==> src/rtl/rs_gf8_pkg.sv <==
// ----------------------------------------------------------------------------
// rs_gf8_pkg
// Shared GF(8) definitions for the RS(7,k) decoder front end.
// Field: primitive polynomial x^3 + x + 1, primitive element alpha = 3'd2.
// Contents:
//   gf8_sym_t       3-bit field symbol
//   RS_N            codeword length in symbols
//   GF8_POLY        low bits of the reduction polynomial (x^3 folds to x + 1)
//   GF8_ALPHA_POW   alpha^i for i = 0..6
//   gf8_xtime()     multiply a symbol by alpha
// ----------------------------------------------------------------------------
package rs_gf8_pkg;

    typedef logic [2:0] gf8_sym_t;

    localparam int unsigned RS_N = 7;

    localparam gf8_sym_t GF8_POLY = 3'b011;

    localparam gf8_sym_t GF8_ALPHA_POW [0:6] = '{
        3'd1, 3'd2, 3'd4, 3'd3, 3'd6, 3'd7, 3'd5
    };

    // Multiply by alpha: shift left, fold the x^3 term back in as x + 1.
    function automatic gf8_sym_t gf8_xtime(input gf8_sym_t a);
        return {a[1:0], 1'b0} ^ (a[2] ? GF8_POLY : 3'b000);
    endfunction

endpackage

==> src/rtl/gf8mul.sv <==
// ----------------------------------------------------------------------------
// gf8mul
// Combinational GF(8) multiplier, field x^3 + x + 1.
// When one operand is a constant, synthesis reduces this to a few XORs.
// Ports:
//   i_a  [2:0]  first operand
//   i_b  [2:0]  second operand
//   o_p  [2:0]  product i_a * i_b
// ----------------------------------------------------------------------------
module gf8mul
    import rs_gf8_pkg::*;
(
    input  logic [2:0] i_a,
    input  logic [2:0] i_b,
    output logic [2:0] o_p
);

    gf8_sym_t w_a1;
    gf8_sym_t w_a2;

    // i_a * alpha and i_a * alpha^2, selected by the bits of i_b.
    assign w_a1 = gf8_xtime(i_a);
    assign w_a2 = gf8_xtime(w_a1);

    assign o_p = (i_b[0] ? i_a  : 3'b000)
               ^ (i_b[1] ? w_a1 : 3'b000)
               ^ (i_b[2] ? w_a2 : 3'b000);

endmodule

==> src/rtl/rs_syn_cell.sv <==
// ----------------------------------------------------------------------------
// rs_syn_cell
// One Horner accumulator for syndrome S_J = r(alpha^J).
// Each accepted symbol updates acc <= (first ? 0 : acc * alpha^J) ^ sym.
// o_next is that update value; the parent captures it as the finished
// syndrome on the last symbol of a word.
// Parameters:
//   J        syndrome index (1..6)
// Ports:
//   clk      clock, rising edge
//   rst_n    asynchronous active-low reset
//   i_en     a symbol transfers this cycle
//   i_first  the transferring symbol starts a new word
//   i_sym    [2:0] received symbol
//   o_next   [2:0] accumulator next value (combinational)
// ----------------------------------------------------------------------------
module rs_syn_cell
    import rs_gf8_pkg::*;
#(
    parameter int unsigned J = 1
) (
    input  logic       clk,
    input  logic       rst_n,
    input  logic       i_en,
    input  logic       i_first,
    input  logic [2:0] i_sym,
    output logic [2:0] o_next
);

    localparam gf8_sym_t ALPHA_J = GF8_ALPHA_POW[J % RS_N];

    gf8_sym_t r_acc;
    gf8_sym_t w_mul;

    gf8mul u_mul (
        .i_a (r_acc),
        .i_b (ALPHA_J),
        .o_p (w_mul)
    );

    // A new word discards whatever is left in the accumulator.
    assign o_next = (i_first ? 3'b000 : w_mul) ^ i_sym;

    always_ff @(posedge clk or negedge rst_n) begin
        if (!rst_n) begin
            r_acc <= 3'b000;
        end else if (i_en) begin
            r_acc <= o_next;
        end
    end

endmodule

==> src/rtl/rs_syndrome.sv <==
// ----------------------------------------------------------------------------
// rs_syndrome
// Syndrome front end of the RS(7,k) decoder over GF(8).
// Takes a codeword as a symbol stream, highest-degree coefficient first, and
// computes S_j = r(alpha^j) for j = 1..NSYM with one Horner cell per syndrome.
// The finished syndromes sit in a valid/ready output register that feeds the
// key-equation solver.
//
// Optional feature (compile-time macro RS_SYN_ERRCNT_EN):
//   defined   -> err_cnt counts words with nonzero syndromes, saturating,
//                cleared only by reset
//   undefined -> no counter; err_cnt is tied to zero
//
// Parameters:
//   N      codeword length (only 7 is supported for GF(8))
//   NSYM   number of syndromes, 1..6
//   CNT_W  width of err_cnt
// Ports:
//   clk        clock, rising edge
//   rst_n      asynchronous active-low reset
//   in_valid   in_sym is valid
//   in_ready   a symbol can be accepted this cycle
//   in_sym     [2:0] received symbol
//   in_sop     first symbol of a codeword (resynchronises framing)
//   syn_valid  syndrome register is full
//   syn_ready  downstream accepts the syndromes
//   syn_data   [3*NSYM-1:0] packed syndromes, S1 in [2:0]
//   syn_err    any syndrome nonzero, only while syn_valid
//   err_cnt    [CNT_W-1:0] count of words with nonzero syndromes
// ----------------------------------------------------------------------------
module rs_syndrome
    import rs_gf8_pkg::*;
#(
    parameter int unsigned N     = 7,
    parameter int unsigned NSYM  = 4,
    parameter int unsigned CNT_W = 16
) (
    input  logic                 clk,
    input  logic                 rst_n,
    input  logic                 in_valid,
    output logic                 in_ready,
    input  logic [2:0]           in_sym,
    input  logic                 in_sop,
    output logic                 syn_valid,
    input  logic                 syn_ready,
    output logic [3*NSYM-1:0]    syn_data,
    output logic                 syn_err,
    output logic [CNT_W-1:0]     err_cnt
);

    localparam int unsigned SYN_W    = 3 * NSYM;
    localparam logic [2:0]  LAST_IDX = 3'(N - 1);

    logic [2:0]       r_cnt;
    logic             r_syn_valid;
    logic [SYN_W-1:0] r_syn_data;
    logic             r_syn_err;

    logic [2:0]       w_eff_cnt;
    logic             w_first;
    logic             w_last;
    logic             w_xfer;
    logic             w_load;
    logic [SYN_W-1:0] w_syn_next;

    // in_sop restarts framing; on an idle counter it changes nothing.
    assign w_eff_cnt = in_sop ? 3'd0 : r_cnt;
    assign w_first   = (w_eff_cnt == 3'd0);
    assign w_last    = (w_eff_cnt == LAST_IDX);

    // Only the closing symbol of a word needs room in the output register,
    // so every other symbol keeps flowing under backpressure.
    assign in_ready = !(w_last && r_syn_valid && !syn_ready);
    assign w_xfer   = in_valid && in_ready;
    assign w_load   = w_xfer && w_last;

    for (genvar gi = 0; gi < NSYM; gi++) begin : g_cell
        rs_syn_cell #(
            .J (gi + 1)
        ) u_cell (
            .clk     (clk),
            .rst_n   (rst_n),
            .i_en    (w_xfer),
            .i_first (w_first),
            .i_sym   (gf8_sym_t'(in_sym)),
            .o_next  (w_syn_next[3*gi +: 3])
        );
    end

    // Symbol position within the current word.
    always_ff @(posedge clk or negedge rst_n) begin
        if (!rst_n) begin
            r_cnt <= 3'd0;
        end else if (w_xfer) begin
            r_cnt <= w_last ? 3'd0 : w_eff_cnt + 3'd1;
        end
    end

    // Output register. A load in the same cycle as a handshake takes priority,
    // which keeps syn_valid high for back-to-back words.
    always_ff @(posedge clk or negedge rst_n) begin
        if (!rst_n) begin
            r_syn_valid <= 1'b0;
            r_syn_data  <= '0;
            r_syn_err   <= 1'b0;
        end else if (w_load) begin
            r_syn_valid <= 1'b1;
            r_syn_data  <= w_syn_next;
            r_syn_err   <= |w_syn_next;
        end else if (r_syn_valid && syn_ready) begin
            r_syn_valid <= 1'b0;
            r_syn_err   <= 1'b0;
        end
    end

    assign syn_valid = r_syn_valid;
    assign syn_data  = r_syn_data;
    assign syn_err   = r_syn_err;

`ifdef RS_SYN_ERRCNT_EN
    logic [CNT_W-1:0] r_err_cnt;

    always_ff @(posedge clk or negedge rst_n) begin
        if (!rst_n) begin
            r_err_cnt <= '0;
        end else if (w_load && (|w_syn_next) && (r_err_cnt != '1)) begin
            r_err_cnt <= r_err_cnt + CNT_W'(1);
        end
    end

    assign err_cnt = r_err_cnt;
`else
    assign err_cnt = '0;
`endif

endmodule

==> config.mk <==
export PLATFORM = sky130hd
export DESIGN_NAME = rs_syndrome
export DESIGN_NICKNAME = d
export VERILOG_FILES = /design/src/rtl/rs_gf8_pkg.sv /design/src/rtl/gf8mul.sv /design/src/rtl/rs_syn_cell.sv /design/src/rtl/rs_syndrome.sv
export SDC_FILE = /design/constraint.sdc
export NUM_CORES = 1
export LEC_CHECK = 0
export CAP_MARGIN = 30
export CORE_ASPECT_RATIO = 1.4
export CORE_MARGIN = 4
export CORE_UTILIZATION = 54
export CTS_BUF_LIST = sky130_fd_sc_hd__clkbuf_2
export DETAILED_ROUTE_END_ITERATION = 12
export GPL_TIMING_DRIVEN = 0
export PLACE_DENSITY = 0.82
export REMOVE_ABC_BUFFERS = 1
export SYNTH_ARGS = -nofsm -noshare
export SYNTH_HDL_FRONTEND = slang
export SYNTH_SLANG_ARGS = --single-unit
==> constraint.sdc <==
create_clock -name clk -period 2.2 [get_ports clk]
set_clock_uncertainty 0.1 [all_clocks]
set_input_delay 0.66 -clock clk [delete_from_list [all_inputs] [get_ports clk]]
set_output_delay 0.66 -clock clk [all_outputs]
set_load 0.1 [all_outputs]
After elaboration in Yosys (flattened, before gate mapping):

Cells that the tools add are included.

* word-level logic and storage cells: 47
* input port bits: 8
* register bits: 29

* equality and inequality tests: 1
* reduce and logical (&&, ||, !) cells: 10
* bitwise gates (word level): 12
* multiplexer cells: 15
* add/sub/neg operators: 1

Operators by type and width (count)
* bitwise XOR 3 bit: 10
* 2-to-1 mux 3 bit: 6
* 2-to-1 mux 2 bit: 6
* OR reduction 12 bit: 1
* bitwise XOR 3 x 2 -> 3 bit: 2
* logical AND 1 bit: 5
* adder 3 x 1 -> 3 bit, second input constant: 1
* equality test 3 bit, second input constant: 1
* zero test 3 bit: 1
* 2-to-1 mux 1 bit: 3
* zero test 1 bit: 2
* nonzero test 2 bit: 1

Depth between registers and ports, before layout:

* depth after elaboration: 9
* gate-level depth with buffers: 7
* mapped depth without buffers: 5

Modules after synthesis:

Synthesis repeated with hierarchy kept, for this count alone.

* cells, all modules: 292
* area total of the unflattened synthesis: 2728.9 um^2

Modules (own cells, without submodules)
* gf8mul: instances 4, area each 232.7 um^2, cells each 33, sequential area each 0.0 um^2
* rs_syndrome: instances 1, area each 927.1 um^2, cells each 76, sequential area each 425.4 um^2
* rs_syn_cell: instances 4, area each 217.7 um^2, cells each 21, sequential area each 75.1 um^2

Worst setup path after synthesis:

Ideal clock, no wire load.

* kind: reg2out
* start: reg r_syn_valid (netlist: syn_valid)
* end: out in_ready
* data arrival time: 1.771 ns
* required time: 1.440 ns
* cell stages (with the launch flop): 3
* setup slack: -0.331 ns
* path through: dfrtp_1 -> nor2b_1 -> nand2_1

* longest elaborated chain between the ends: 3

RTL lines
* from (decl): RTL line rs_syndrome.sv:55 `logic r_syn_valid;`
* from (signal assigned): RTL line rs_syndrome.sv:103 `r_syn_valid <= 1'b0;`
* from (signal assigned): RTL line rs_syndrome.sv:107 `r_syn_valid <= 1'b1;`
* from (signal assigned): RTL line rs_syndrome.sv:111 `r_syn_valid <= 1'b0;`
* logical AND 1 bit (2 in series): RTL line rs_syndrome.sv:73 `assign in_ready = !(w_last && r_syn_valid && !syn_ready);`
* zero test 1 bit: RTL line rs_syndrome.sv:73
* to (decl): RTL line rs_syndrome.sv:41 `output logic in_ready,`

No other way between the ends.

Worst setup path after layout:

* start: in in_sop
* end: out in_ready

* longest elaborated chain between the ends: 5

RTL lines
* from (decl): RTL line rs_syndrome.sv:43 `input logic in_sop,`
* 2-to-1 mux 3 bit: RTL line rs_syndrome.sv:67 `assign w_eff_cnt = in_sop ? 3'd0 : r_cnt;`
* equality test 3 bit: RTL line rs_syndrome.sv:69 `assign w_last = (w_eff_cnt == LAST_IDX);`
* logical AND 1 bit (2 in series): RTL line rs_syndrome.sv:73
* zero test 1 bit: RTL line rs_syndrome.sv:73

No other way between the ends.

==> impl_metrics.csv <==
group,metric,value,unit
clocking,cts_hold_buffers,0,
sta,finalSetupViolCount,0,
worst_setup_path,cp.arrival,1400,ps
die,die_area,4930,um^2
worst_setup_path,worstSetupPathType,"in -> out",
synth,yosysTopAreaCell,"dfrtp_1",
sta,final-max-slew-violation-count,0,
sta,fmax,0.462,GHz
clocking,cts-root-buf,"clkbuf_2",
outcome,status,"finished clean",
global_routing,overflow,0,
sta,fin_crit,2160,ps
global_routing,gr-usage-all-layers,0.190,
synth,synth_fa_ha_area_frac,0,
worst_setup_path,reg2reg_slack,110,ps
synth,synth_edf_count,0,
layout,drive_gt1_frac,0.212,
clocking,clock-sinks,29,
routing,route.detailed.drc,0,
sta,slew_headroom,0.598,
synth,syn_inst,240,
die,rows,26,
global_routing,grt_max_degree,25,
worst_setup_path,start_kind,"input port",
placed_design,place_area,2190,um^2
sta,post-route-period-util,0.983,
worst_setup_path,r2r_cells,6,
global_routing,antenna_found_initial,0,
worst_setup_path,crit_path_cell_trace,"buf_4 > and4bb_4 > nand2_4 > buf_12",
worst_setup_path,r2r-start,"r_cnt[0]",
synth,synth_compound_area_frac,0.184,
die,initial_core_util,0.566,
synth,synthXorXnorAreaFrac,0.121,
routing,vias,1708,
sta,holdWs,397,ps
synth,synth_flop_cell,"dfrtp_1",
min_path,holdPathEnd,"syn_data[11]",
clocking,cts_tree,"built",
layout,area_delta_synth_final,12.6,%
routing,first_pass_iters,4,
synth,postSynthAreaPerCell,8.67,um^2
sta,tightest_slew,602,ps
routing,drtIter0Drc,52,
worst_setup_path,r2r_end,"syn_err",
sta,rsz0062_at_grt,"yes",
clocking,htree_num_levels,2,
routing,postRouteAntennaNets,0,
die,die_h,81.5,um
die,io_pins,39,
routing,drt-total-wl,4.34,mm
clocking,clkSlewWorstSetupHoldPaths,160,ps
synth,synthDistinctLibCells,51,
clocking,cts_buffers,5,
sta,final_hold_viol_count,0,
pwr,p_leak,0.986,nW
pwr,total_power,3.30,mW
routing,wl_per_cell,14.4,um
worst_setup_path,slowest_delay,360,ps
layout,layoutNonFillerInstCount,301,
synth,synthMuxAreaShare,0.0156,
pwr,peakVddDrop,1050,uV
global_routing,grt_pass1_vias,1518,
flow_run,drv_cap,0,
worst_setup_path,cp.required,1440,ps
synth,ys_ff_latch,29,
layout,diodes,0,
synth,yosysWarningCount,0,
worst_setup_path,end_kind,"output pin",
min_path,hold_path.class,"reg -> reg",
clocking,cts_max_path_buffers,2,
synth,yosys-top-cells-area,"dfrtp_1 35%, buf_4 6.5%, nand2_1 5.6%",
synth,synth-simple-area-share,0.209,
min_path,hp-start,"syn_data[11]",
worst_setup_path,slowest_stage,"and4bb_4",
sta,final.setup.tns,0,ps
synth,synth-async-reset-ratio,1.00,
clocking,clkLatencyLatePin,380,ps
min_path,hold_depth,2,
die,die_w,60.5,um
layout,num-nets-final,266,
placed_design,dp.cells,285,
placed_design,hpwl,2.98,mm
global_routing,grt_pass1_wl,7.05,mm
pwr,p_per_area,1410,nW/um^2
layout,final_area,2340,um^2
routing,viasPerCell,5.67,
die,core,3680,um^2
synth,netlist_area,2080,um^2
synth,ys_seq_area_frac,0.349,
synth,synth_top_family_by_area,"simple AND/OR/NAND/NOR gates",
placed_design,gp_congestion,0.815,
synth,netlist.area_leader.share,0.349,
placed_design,io_buffers,22,
worst_setup_path,crit_fanout,11,
how the worst max path moves through the flow:
stage                     startpoint  endpoint  slack [ps]  depth (start not counted)
after floorplan            syn_valid  in_ready        -330                          2
after global placement        in_sop  in_ready       -1460                          4
after detailed placement      in_sop  in_ready       -1450                          4
after CTS                  syn_ready  in_ready        -120                          4
after global routing        r_cnt[0]  in_ready         -10                          3
final                         in_sop  in_ready          40                          4
registers in the layout, summed over array words and instances (netlist names):
signal / count
syn_data: 12
r_cnt: 3
syn_err: 1
g_cell.u_cell.r_acc: 12
syn_valid: 1
power by group:
group          leakage (nW)  switching (mW)  internal (mW)
clock network        0.0278           0.193         0.0692
logic                 0.598            1.40          0.626
registers             0.361           0.286          0.728
cell type report:
type                       instances  area, um^2
tap                               42        52.6
timing repair buffer              31         330
fill                             312        1330
inverter                           2        7.51
multi-input combinational        189        1190
sequential                        29         729
clock buffer                       5        25.0
clock inverter                     3        12.5
through the flow:
stage	util	setup slack [ps]
2_1_floorplan	-	-331
3_3_place_gp	0.590	-1460
3_5_place_dp	0.597	-1450
4_1_cts	0.618	-121
5_1_grt	0.638	-14.8
6_report	0.638	36.4
repair_timing:
action,CTS,global route
endpoints found under the setup margin,34,2
buffers inserted,1,7
gates resized for setup,61,15
pin swaps,1,1
worst max-delay path, delay by kind of cell:
kind | cells | cell delay [ps]
buf+inv | 2 | 310
simple gates | 2 | 420
layer usage:
metal,vias up,routed length (um),GRT usage
li1,837,-,-
met5,-,0,0
met4,0,97,0.0803
met3,10,258,0.0440
met1,807,1690,0.225
met2,54,2300,0.325
Yosys cell counts, types with 2 or more instances:
cell      instances
buf_6             4
nand4b_1          2
mux2_2            2
nand2b_1          7
nor3_1            7
inv_1             2
xnor2_2           3
o22ai_1           3
clkbuf_1          2
xnor2_1          12
nor2b_1           2
o311ai_0          2
buf_2             9
nand2_1          31
nor2_1           21
a21oi_1          11
nor2_2            3
o21ai_0          15
a211oi_1          3
a31oi_1           5
buf_4            18
xor2_1            8
o21ai_1           9
dfrtp_1          29
o22a_1            2
o32ai_1           2
nand3_1           2
logic make-up (layout without fill, tap and decap cells):
group | count (synthesis) | after routing
flip-flops | 29 | 29
buffers and inverters | 37 | 41
other | 1 | 16
AO/OA/AOI/OAI | 61 | 61
AND/OR/NAND/NOR | 85 | 85
XOR/XNOR | 24 | 24
multiplexers | 3 | 3
placed cells by master (no fill, tap or decap), types with 3 or more instances in the layout:
cell             instances
dfrtp_1                 26
nor3_1                   7
a31oi_1                  5
xnor2_2                  3
a21oi_1                 11
buf_4                    9
o22ai_1                  3
o21ai_0                 15
xnor2_1                 12
clkbuf_2                 6
conb_1                  16
clkdlybuf4s15_2         15
a211oi_1                 3
o21ai_1                  9
xor2_1                   8
nor2_1                  21
dfrtp_2                  3
nor2_2                   3
nand2_1                 30
nand2b_1                 7
No activity file was read; power rests on OpenSTA's default activity.
